## src/rtl/dma_copy.sv

```systemverilog
`default_nettype none
// ---------------------------------------------------------------------------
// dma_copy : single-channel word-copy bus initiator (one read, then its write)
// Optional fill mode compiled in with `define DMA_FILL_EN.   Rev 1.0
// ---------------------------------------------------------------------------
module dma_copy #(
  parameter int RSP_TIMEOUT = 64,
  parameter int LEN_BITS    = 16
) (
  input  logic                clk,
  input  logic                reset,
  input  logic                start,
  input  logic [31:0]         src_addr,
  input  logic [31:0]         dst_addr,
  input  logic [LEN_BITS-1:0] len,
  input  logic                fill,
  input  logic [31:0]         fill_value,
  output logic                busy,
  output logic                done,
  output logic                error,
  output logic                mem_cmd_valid,
  input  logic                mem_cmd_ready,
  output logic                mem_cmd_wr,
  output logic                mem_cmd_instr,
  output logic [31:0]         mem_cmd_addr,
  output logic [31:0]         mem_cmd_wdata,
  output logic [3:0]          mem_cmd_be,
  input  logic                mem_rsp_ready,
  input  logic [31:0]         mem_rsp_rdata
);

  localparam int CNT_W = $clog2(RSP_TIMEOUT) + 1;
  // The increment that lands on RSP_TIMEOUT-1 is the abort point.
  localparam logic [CNT_W-1:0] CNT_LAST = CNT_W'(RSP_TIMEOUT - 2);

  typedef enum logic [2:0] {IDLE, RD_CMD, RD_WAIT, WR_CMD, DONE} state_t;

  state_t              state;
  logic [31:0]         src;
  logic [31:0]         dst;
  logic [LEN_BITS-1:0] remaining;
  logic [CNT_W-1:0]    cnt;
  logic                fill_mode;
  logic                start_fill;
  logic                unused_addr_lsb;

  assign unused_addr_lsb = ^{src_addr[1:0], dst_addr[1:0]};
  assign mem_cmd_instr   = 1'b0;
  assign mem_cmd_be      = 4'hf;

`ifdef DMA_FILL_EN
  logic fill_q;
  assign fill_mode  = fill_q;
  assign start_fill = fill;

  always_ff @(posedge clk or posedge reset) begin
    if (reset)
      fill_q <= 1'b0;
    else if (state == IDLE && start)
      fill_q <= fill;
  end
`else
  logic unused_fill;
  assign fill_mode   = 1'b0;
  assign start_fill  = 1'b0;
  assign unused_fill = ^{fill, fill_value};
`endif

  always_ff @(posedge clk or posedge reset) begin
    if (reset) begin
      state         <= IDLE;
      busy          <= 1'b0;
      done          <= 1'b0;
      error         <= 1'b0;
      mem_cmd_valid <= 1'b0;
      mem_cmd_wr    <= 1'b0;
      mem_cmd_addr  <= 32'd0;
      mem_cmd_wdata <= 32'd0;
      src           <= 32'd0;
      dst           <= 32'd0;
      remaining     <= '0;
      cnt           <= '0;
    end else begin
      case (state)
        IDLE: begin
          if (start) begin
            src       <= {src_addr[31:2], 2'b00};
            dst       <= {dst_addr[31:2], 2'b00};
            remaining <= len;
            error     <= 1'b0;
            busy      <= 1'b1;
            if (len == '0) begin
              state <= DONE;
            end else if (start_fill) begin
              state         <= WR_CMD;
              mem_cmd_valid <= 1'b1;
              mem_cmd_wr    <= 1'b1;
              mem_cmd_addr  <= {dst_addr[31:2], 2'b00};
              mem_cmd_wdata <= fill_value;
            end else begin
              state         <= RD_CMD;
              mem_cmd_valid <= 1'b1;
              mem_cmd_wr    <= 1'b0;
              mem_cmd_addr  <= {src_addr[31:2], 2'b00};
            end
          end
        end
        RD_CMD: begin
          if (mem_cmd_ready) begin
            mem_cmd_valid <= 1'b0;
            cnt           <= '0;
            state         <= RD_WAIT;
          end
        end
        RD_WAIT: begin
          if (mem_rsp_ready) begin
            mem_cmd_wdata <= mem_rsp_rdata;
            mem_cmd_valid <= 1'b1;
            mem_cmd_wr    <= 1'b1;
            mem_cmd_addr  <= dst;
            state         <= WR_CMD;
          end else if (cnt == CNT_LAST) begin
            error <= 1'b1;
            busy  <= 1'b0;
            done  <= 1'b1;
            state <= DONE;
          end else begin
            cnt <= cnt + 1'b1;
          end
        end
        WR_CMD: begin
          if (mem_cmd_ready) begin
            src       <= src + 32'd4;
            dst       <= dst + 32'd4;
            remaining <= remaining - 1'b1;
            if (remaining == LEN_BITS'(1)) begin
              mem_cmd_valid <= 1'b0;
              busy          <= 1'b0;
              done          <= 1'b1;
              state         <= DONE;
            end else if (fill_mode) begin
              mem_cmd_addr <= dst + 32'd4;
            end else begin
              mem_cmd_wr   <= 1'b0;
              mem_cmd_addr <= src + 32'd4;
              state        <= RD_CMD;
            end
          end
        end
        DONE: begin
          // Zero-length starts arrive here with the pulse not yet raised.
          if (done) begin
            done  <= 1'b0;
            state <= IDLE;
          end else begin
            done <= 1'b1;
            busy <= 1'b0;
          end
        end
        default: state <= IDLE;
      endcase
    end
  end

endmodule
`default_nettype wire

```

## config.mk

```make
export PLATFORM = sky130hd
export DESIGN_NAME = dma_copy
export DESIGN_NICKNAME = d
export VERILOG_FILES = /design/src/rtl/dma_copy.sv
export SDC_FILE = /design/constraint.sdc
export NUM_CORES = 1
export LEC_CHECK = 0
export ABC_CLOCK_PERIOD_IN_PS = 6030
export CAP_MARGIN = 20
export CORE_MARGIN = 5
export CORE_UTILIZATION = 34
export CTS_BUF_LIST = sky130_fd_sc_hd__clkbuf_8
export DETAILED_ROUTE_END_ITERATION = 10
export GPL_ROUTABILITY_DRIVEN = 0
export HOLD_SLACK_MARGIN = 0.15
export MAX_ROUTING_LAYER = met4
export PLACE_DENSITY = 0.62
export SETUP_SLACK_MARGIN = 0.4
export SYNTH_ARGS = -nofsm -noshare
export SYNTH_HDL_FRONTEND = slang
export SYNTH_SLANG_ARGS = --single-unit
```

## constraint.sdc

```tcl
create_clock -name clk -period 6.03 [get_ports clk]
set_input_delay 0.9045 -clock clk [delete_from_list [all_inputs] [get_ports clk]]
set_output_delay 0.9045 -clock clk [all_outputs]
set_load 0.005 [all_outputs]
```

==> metrics.md <==
| Metric | Value |
|---|---|
| #FFs+latches synth | 154 |
| Inserted Clock Buffers | 17 |
| Yosys warns | 0 |
| Synth Area in Simple Gates | 23.0% |
| DR DRC count | 0 |
| Register area share after synthesis | 44.3% |
| Port Buffers | ~180 |
| Row count | 58 |
| Crit path DAT | 3.57 ns |
| Die ar. | 28900 sq um |
| Drt total wl | 26.8 mm |
| Critical path type | reg2reg |
| Gate Count Post-Synth | 1067 |
| Hold_buf cts | 0 |
| Async SR Flop Fraction | 100% |
| Setup-failing EPs final | 0 |
| Via density | between 5 and 6 |
| Root buf cell | clkbuf_8 |
| Slew Limit Headroom | 36.6% |
| CP max FO | 56 |
| Antenna violations before repair | 3 |
| Final core utilization | 44.1% |
| Skew-Pair Late Insertion Delay | 0.47 ns |
| Clock buffer depth | 2 |
| Worst Setup End Kind | flip-flop |
| Clock skew | 0.0166 ns |
| Post-Synth Adder-Cell Area | 0.863% |
| Max Slew Vio Count | 0 |
| Max IR drop VDD | 243 uV |
| H-tree level count | 4 |
| Min-delay worst type | reg2reg |
| Min cycle time layout | 3.24 ns |
| Synth Area in XOR/XNOR | 2.82% |
| GR Overflow Total | 0 |
| Synth Cell Area | 8700 sq um |
| Post-CTS Resized | 0 |
| Nets@finish | 1356 |
| Initial Utilization | 34.5% |
| TritonCTS clock tree | yes |
| Main combinational cell family by area after synthesis | compound AO/OA/AOI/OAI gates |
| Status | finished, final reports clean |
| Largest net degree at the start of global routing | between 100 and 150 |
| CORE AREA | 25200 sq um |
| Post-synthesis mux area share | 0.619% |
| Crit path max-delay family | simple AND/OR/NAND/NOR gates |
| Chip Height | between 150 and 200 microns |
| First-pass GRT wire length | 43.2 mm |
| Die W | 170 microns |
| Critical Path Slowest Stage Cell | dfrtp_1 |
| Distinct cell type count after synthesis | 60 |
| Overall Global Routing Usage | 18.9% |
| Final period util | 53.7% |
| Share of cells above drive strength 1 | 5.94% |
| Via Count | roughly 8400 |
| Cell accounting for the most synthesized area | dfrtp_1 |
| Commonest cells post-synth | nand2_1 (188), dfrtp_1 (154), a21oi_1 (132) |
| Post-synth top area share | 44.3% |
| Measured slew at the worst slew-check pin | 0.943 ns |
| Worst-path clk slew | roughly 0.10 ns |
| Filler instances | 2500 |
| Post-synth EDFFs | 0 |
| CP Buf/Inv Count | 1 |
| Vias in the first global route | 8070 |
| Largest cells by area after synthesis | dfrtp_1 (44%), nand2_1 (8.1%), a21oi_1 (7.6%), o21ai_0 (5.2%), nor2_1 (4.4%) |
| Wire per inst | 17.3 microns |
| Max Freq | 309 MHz |
| Drt pass-1 iters | 5 |
| Hpwl dp | roughly 19 mm |
| Leak Pwr | 0.00438 uW |
| Layout area overhead | 27.7% |
| CP startpoint kind | flip-flop |
| Top FF cell, synth | dfrtp_1 |
| Final hold violations | 0 |
| Setup TNS Final | 0 ns |
| Critical Path RT | 6.36 ns |
| RSZ-0062 raised after global routing | no |
| Routed Antenna Nets | 0 |
| Crit-path cells | nor2b_1, nand2_2, buf_4, or2_0, nor3_1, a211oi_1 |
| Count leader, synth | nand2_1 |
| Initial DRC Count | 629 |
| CP max stage delay | between 0.6 and 0.7 ns |
| Max-Cap Viols | 0 |
| I/O pins | about 220 |
| Postcts setup bufs | 0 |
| Sink Count | 154 |
| PwrDens | 513 nW/um^2 |
| Synth Area per Inst | 8.15 sq um |
| Compound-cell area share of the yosys netlist | 23.6% |
[state kept, by name (all words and copies together), names as in the netlist]
signal	count
dst	30
mem_cmd_wr	1
mem_cmd_wdata	32
remaining	16
cnt	7
src	30
busy	1
state	3
done	1
error	1
mem_cmd_valid	1
mem_cmd_addr	31
[routing by layer]
layer / vias to the layer above / GRT usage (%) / wire length, microns / part of all wire (%)
li1: 4088 / - / - / -
met2: 287 / 28.3 / 11700 / 44
met3: 28 / 3.95 / 1960 / 7.3
met1: 3972 / 26.4 / 12700 / 47
met4: 0 / 4.51 / 424 / 1.6
met5: - / - / 0 / 0
[worst register-to-register path: cells and delay by family, from the launching register on]
kind / cells / cell delay [ns]
AOI/OAI and AO/OA: 1 / 0.11
buffers and inverters: 1 / 0.47
DFF: 1 / 0.66
and+or+nand+nor: 4 / 1.86
[path summary, 6_finish.rpt]
| path | slack (ns) | cells after the start | endpoint | start |
|---|---|---|---|---|
| worst max register to register | 2.79 | 6 | dst[19]$_DFFE_PP0P_ | state[1]$_DFFE_PP0P_ |
| max in group asynchronous | 3.87 | 4 | src[31]$_DFFE_PP0P_ | reset |
| worst max-delay path | 2.79 | 6 | dst[19]$_DFFE_PP0P_ | state[1]$_DFFE_PP0P_ |
| worst min register to register | 0.48 | 2 | mem_cmd_wdata[31]$_DFFE_PP0P_ | mem_cmd_wdata[31]$_DFFE_PP0P_ |
| min in group asynchronous | 0.74 | 2 | mem_cmd_wdata[10]$_DFFE_PP0P_ | reset |
| worst min-delay path | 0.48 | 2 | mem_cmd_wdata[31]$_DFFE_PP0P_ | mem_cmd_wdata[31]$_DFFE_PP0P_ |
[placed cells by master (no fill, tap or decap), drive strengths merged, types with 4 or more instances in the layout]
cell type	synthesis	final
a22oi	7	7
conb	2	5
clkdlybuf4s50	0	181
nor3	25	25
nand3	31	31
nand2	188	188
dfrtp	154	154
a211oi	9	9
and2	4	4
nand3b	4	4
clkinv	0	4
a221oi	4	4
o22ai	30	30
a222oi	12	12
nor3b	7	7
and3	15	15
a31oi	11	11
nand4	20	20
xor2	11	11
xnor2	17	17
ha	6	6
a21oi	142	142
buf	20	13
clkbuf	63	17
inv	14	22
and4	6	6
a21o	4	4
nor4	10	10
nor2	101	101
o21ai	91	91
or3	10	10
a2bb2oi	14	14
[through the flow]
stage               total power, uW  instance area, sq um  instances  hold WS, ns  setup WS, ns
global placement               4910                 10700       1510        0.456          2.43
floorplan                      3880                  8710       1070        0.440         0.976
detailed placement             4980                 10700       1510        0.461          2.47
finish                         5700                 11100       1546        0.481          2.79
global route                   6210                 11100       1546        0.509          2.48
CTS                            5750                 11100       1542        0.484          2.77
[final cells by class]
cell class / instances / area, sq um / share of cell area, %
clock inverters: 15 / 135 / 1.22
repair buffers: 194 / 1930 / 17.4
diodes: 3 / 7.51 / 0.0676
inverters: 14 / 57.6 / 0.518
flip-flops and latches: 154 / 3850 / 34.7
clock buffers: 17 / 234 / 2.11
multi-input cells: 819 / 4470 / 40.3
well taps: 330 / 413 / 3.72
[power by group]
part / internal (uW) / leakage [uW] / switching (uW)
registers: 1530 / 0.00181 / 500
clock network: 300 / 0.000182 / 458
logic: 1280 / 0.00239 / 1630
total: 3110 / 0.00438 / 2590
[cells by family (layout without fill, tap and decap cells)]
kind of cell	Yosys count	in the layout
AND/OR/NAND/NOR	435	435
adder cells (fa/ha/maj)	6	6
other	2	8
buffers and inverters	97	240
flip-flops	154	154
AO/OA/AOI/OAI	340	340
multiplexers	5	5
XOR/XNOR	28	28
No activity file was read; power rests on OpenSTA's default activity.
